===== config.mk =====
export PLATFORM = sky130hd
export DESIGN_NAME = mem_port_arbiter
export DESIGN_NICKNAME = d
export VERILOG_FILES = /design/src/rtl/mem_port_arbiter.sv
export SDC_FILE = /design/constraint.sdc
export NUM_CORES = 1
export LEC_CHECK = 0
export CORE_UTILIZATION = 41
export CTS_BUF_LIST = sky130_fd_sc_hd__clkbuf_8
export DETAILED_ROUTE_END_ITERATION = 16
export GPL_ROUTABILITY_DRIVEN = 0
export PLACE_DENSITY = 0.83
export SETUP_SLACK_MARGIN = 0.2
export SLEW_MARGIN = 10
export SYNTH_ARGS = -nofsm -noshare
export SYNTH_HDL_FRONTEND = slang
export SYNTH_SLANG_ARGS = --single-unit

===== constraint.sdc =====
create_clock -name clk -period 4 [get_ports clk]
set_input_delay 0.4 -clock clk [delete_from_list [all_inputs] [get_ports clk]]
set_output_delay 0.4 -clock clk [all_outputs]
set_load 0.03 [all_outputs]

===== src/rtl/mem_port_arbiter.sv =====
// mem_port_arbiter
// Shares the CPU's single memory port between instruction fetch (requester 0)
// and data access (requester 1). Round-robin arbitration, one transaction at a
// time, with a per-transaction watchdog that aborts unacknowledged requests.
//
// Ports:
//   clk, rst                  clock, async active-high reset
//   req0, addr0               fetch request / address
//   req1, addr1, we1, wdata1  data request / address / write enable / data
//   mem_req, mem_addr,
//   mem_we, mem_wdata         latched transaction presented to memory
//   mem_rdata, mem_ack        memory read data and single-cycle completion
//   gnt0, gnt1                requester currently owns the port
//   sel                       select for the external address mux2x1
//   done0, done1, rdata, err  one-cycle completion pulse, read data, abort flag
module mem_port_arbiter #(
    parameter int n       = 32,
    parameter int TIMEOUT = 15
) (
    input  logic         clk,
    input  logic         rst,
    input  logic         req0,
    input  logic [n-1:0] addr0,
    input  logic         req1,
    input  logic [n-1:0] addr1,
    input  logic         we1,
    input  logic [n-1:0] wdata1,
    output logic         mem_req,
    output logic [n-1:0] mem_addr,
    output logic         mem_we,
    output logic [n-1:0] mem_wdata,
    input  logic [n-1:0] mem_rdata,
    input  logic         mem_ack,
    output logic         gnt0,
    output logic         gnt1,
    output logic         sel,
    output logic         done0,
    output logic         done1,
    output logic [n-1:0] rdata,
    output logic         err
);

    typedef enum logic [1:0] {IDLE, BUSY0, BUSY1} state_t;

    state_t     state, state_nxt;
    logic       last;      // index of the most recently granted requester
    logic [7:0] cnt;       // BUSY cycles without ack in the current transaction
    logic       grant;
    logic       win;
    logic       timeout;

    // Ownership is a direct decode of the state register, so these are
    // glitch-free registered outputs.
    assign gnt0    = (state == BUSY0);
    assign gnt1    = (state == BUSY1);
    assign mem_req = (state != IDLE);

    always_ff @(posedge clk or posedge rst) begin
        if (rst) state <= IDLE;
        else     state <= state_nxt;
    end

    always_comb begin
        state_nxt = state;
        grant     = 1'b0;
        win       = 1'b0;
        timeout   = (cnt == 8'(TIMEOUT - 1));
        case (state)
            IDLE: begin
                if (req0 && req1) begin
                    grant = 1'b1;
                    win   = ~last;          // tie goes to the one not served last
                end else if (req0) begin
                    grant = 1'b1;
                    win   = 1'b0;
                end else if (req1) begin
                    grant = 1'b1;
                    win   = 1'b1;
                end
                if (grant) state_nxt = win ? BUSY1 : BUSY0;
            end
            BUSY0, BUSY1: begin
                if (mem_ack || timeout) state_nxt = IDLE;
            end
            default: state_nxt = IDLE;
        endcase
    end

    always_ff @(posedge clk or posedge rst) begin
        if (rst) begin
            last      <= 1'b1;
            cnt       <= '0;
            sel       <= 1'b0;
            mem_addr  <= '0;
            mem_we    <= 1'b0;
            mem_wdata <= '0;
            rdata     <= '0;
            done0     <= 1'b0;
            done1     <= 1'b0;
            err       <= 1'b0;
        end else begin
            done0 <= 1'b0;
            done1 <= 1'b0;
            err   <= 1'b0;

            // Winner's fields are captured once and held through IDLE, so the
            // requester may change its inputs while the transaction runs.
            if (grant) begin
                mem_addr  <= win ? addr1 : addr0;
                mem_we    <= win & we1;
                mem_wdata <= win ? wdata1 : '0;
                sel       <= win;
                last      <= win;
                cnt       <= '0;
            end

            if (state != IDLE) begin
                // Ack is checked first so it wins over a same-cycle timeout.
                if (mem_ack) begin
                    rdata <= mem_rdata;
                    done0 <= (state == BUSY0);
                    done1 <= (state == BUSY1);
                end else if (timeout) begin
                    done0 <= (state == BUSY0);
                    done1 <= (state == BUSY1);
                    err   <= 1'b1;
                end else begin
                    cnt <= cnt + 8'd1;
                end
            end
        end
    end

endmodule


==> results.json <==
{
  "synth_xor_area_frac": 0.00191,
  "finalNonFillerCells": 772,
  "crit_path_max_fanout": 14,
  "first_global_vias": 3975,
  "final_common_cell": "clkdlybuf4s50_1",
  "root_buffer": "clkbuf_8",
  "syn_nets": 536,
  "clock_latency_ns": 0.36,
  "port_buffers": 237,
  "avgSynthCellArea_um2": 11.6,
  "hpwl_um": 8910,
  "wl_per_cell_um": 15.8,
  "antenna_cells": 0,
  "totalWireLength_um": 12200,
  "whs_ns": 0.493,
  "whs_endpoint": "mem_addr[18]$_DFFE_PP0P_",
  "drive_above_1_share": 0.106,
  "grt_pass1_wl_um": 19000,
  "critical_path_arrival_ns": 2.19,
  "finalSetupViolCount": 0,
  "ys_top_cells_by_area": "dfrtp_1, mux2_2, a22o_1",
  "area_delta_synth_final_pct": 58.9,
  "skew_ns": 0.0113,
  "synthAdderAreaFrac": 0.0136,
  "end_kind": "output port",
  "p_seq_frac": 0.323,
  "yosys.area_share.simple": 0.0939,
  "htreeDepth": 3,
  "max_freq_mhz": 386,
  "r2r-end": "mem_addr[27]$_DFFE_PP0P_",
  "die_x_um": 108,
  "ant_nets": 0,
  "clock-sinks": 112,
  "p_clk_frac": 0.105,
  "synth.area.mux_share": 0.0829,
  "syn_area_um2": 4590,
  "p_leak_nw": 3.11,
  "final_hold_viol_count": 0,
  "reg2reg_depth": 7,
  "synthArstFlopShare": 1.00,
  "final_cell_mix": "clkdlybuf4s50_1, dfrtp_1, nand2_1",
  "grt_max_degree": 85,
  "placed_cell_area_um2": 7100,
  "p_int_mw": 3.45,
  "synth.distinct_cells": 34,
  "yosysTopAreaCell": "dfrtp_1",
  "yosysTopAreaCellShare": 0.606,
  "critPathRequiredTime_ns": 3.60,
  "post_cts_resized": 0,
  "hold_depth": 2,
  "powerDensity_nw_per_um2": 843,
  "start_util": 0.421,
  "coreArea_um2": 10900,
  "dr.pass1.iters": 4,
  "nets": 767,
  "hp-class": "flip-flop to flip-flop",
  "ys_seq_area_frac": 0.611,
  "status": "finished, final reports clean",
  "fin_ws_ns": 1.41,
  "cts_setup_buffers": 0,
  "synth_compound_area_frac": 0.164,
  "die_y_um": 108,
  "clk_pin_slew_ns": 0.11,
  "crit_type": "flip-flop to output port",
  "max-cap-violations": 0,
  "yosys_warnings": 0,
  "hold_buffers": 0,
  "final_util": 0.669,
  "startpoint_type": "flip-flop",
  "max_slew_margin": 0.334,
  "vias": 3889,
  "drv_slew": 0,
  "num_rows": 38,
  "ys.flop_type": "dfrtp_1",
  "synth-seq-cells": 112,
  "synth-edff-count": 0,
  "tightestPinTransition_ns": 1.00,
  "synth_top_family_by_area": "compound AO/OA/AOI/OAI gates",
  "p_switching_mw": 2.70,
  "p_total_mw": 6.14,
  "dp_slack_ns": 1.51,
  "gr-usage-all-layers": 0.211,
  "final.min_clock_period_ns": 2.59,
  "io_pins": 238,
  "r2r_start": "state[1]$_DFFE_PP0P_",
  "placed_cells": 757,
  "worstHoldStart": "mem_addr[18]$_DFFE_PP0P_",
  "antenna_found_initial": 0,
  "finalSetupTns_ns": 0,
  "cts_buffers": 9,
  "p_comb_frac": 0.572,
  "cts_tree": "yes",
  "clock_path_buffers": 2,
  "r2r_setup_slack_ns": 1.55,
  "rsz0062_at_grt": "no",
  "multi_input_area_um2": 1660,
  "initialDrtViolationCount": 282,
  "via_per_inst": 5.04,
  "dieArea_um2": 11600,
  "syn_inst": 397,
  "globalRouteOverflowTotal": 0,
  "seq_area_um2": 2800,
  "drcViolationCount": 0,
  "stdcell_area_um2": 7280,
  "fin_crit_sh": 0.648,
  "nFillCells": 842,
  "swShare": 0.439,
  "vdd_drop_max_uv": 528
}
cell type report:
type,count,area share
inverter,7,0.00395
multi-input combinational,253,0.228
tap,140,0.0240
clock inverter,4,0.00481
timing repair buffer,245,0.334
clock buffer,11,0.0208
sequential,112,0.385
sequential cells by signal, summed over array words and instances (netlist names):
signal	flops
rdata	32
mem_wdata	32
cnt	8
done1	1
sel	1
state	2
last	1
mem_we	1
mem_addr	32
err	1
done0	1
critical path, cell delays in order, from the launching register on:
cell and delay [ns]:
dfrtp_1 0.42, inv_1 0.09, ha_1 0.53, inv_1 0.15, clkdlybuf4s50_1 0.66
cells in the mapped netlist, types with 2 or more instances:
master and n:
a21o_1 5, a21oi_2 3, mux2_2 32, inv_1 7
o21ai_0 22, mux2i_1 2, and3_1 2, clkbuf_1 8
nor2_1 38, nand4_1 3, and2_1 2, a22o_1 35
dfrtp_1 111, buf_2 16, ha_1 5, nor3b_1 2
nand2_1 40, nand3_1 4, a21oi_1 32, o21ai_1 14
logic make-up (layout without fill, tap and decap cells):
| group | after synthesis | in the layout |
|---|---|---|
| and+or+nand+nor | 98 | 98 |
| buffers and inverters | 32 | 267 |
| DFF | 112 | 112 |
| xor gates and xnor gates | 1 | 1 |
| AOI/OAI and AO/OA | 115 | 115 |
| muxes | 34 | 34 |
| adders and majority gates | 5 | 5 |
per-layer routing:
layer	part of all wire	wire length, um	track usage	up-vias
met5	0	0	0	-
met4	0.013	155	0.0587	0
met3	0.074	898	0.0605	14
met2	0.49	6010	0.362	169
met1	0.42	5100	0.260	1859
li1	-	-	-	1847
how the worst max path moves through the flow:
stage                     cells past startpoint  slack [ns]                         to                  from
after floorplan                               1        0.64           cnt[0]$_DFF_PP0_                   rst
after global placement                        4        1.59  mem_wdata[13]$_DFFE_PP0P_                  req0
after detailed placement                      7        1.51   mem_addr[27]$_DFFE_PP0P_  state[0]$_DFFE_PP0P_
after CTS                                     4        1.38                    mem_req  state[0]$_DFFE_PP0P_
after global routing                          4        1.23                    mem_req  state[1]$_DFFE_PP0P_
final                                         4        1.41                    mem_req  state[1]$_DFFE_PP0P_
power by group through the flow:
stage	sequential, mW	clock (mW)	combinational [mW]
after floorplan	2.96	0	1.09
after global placement	1.98	0	3.46
after detailed placement	1.99	0	3.54
after CTS	1.99	0.669	3.54
after global routing	2.05	0.719	3.73
final	1.98	0.646	3.51
Power figures use the tool's default switching activity.
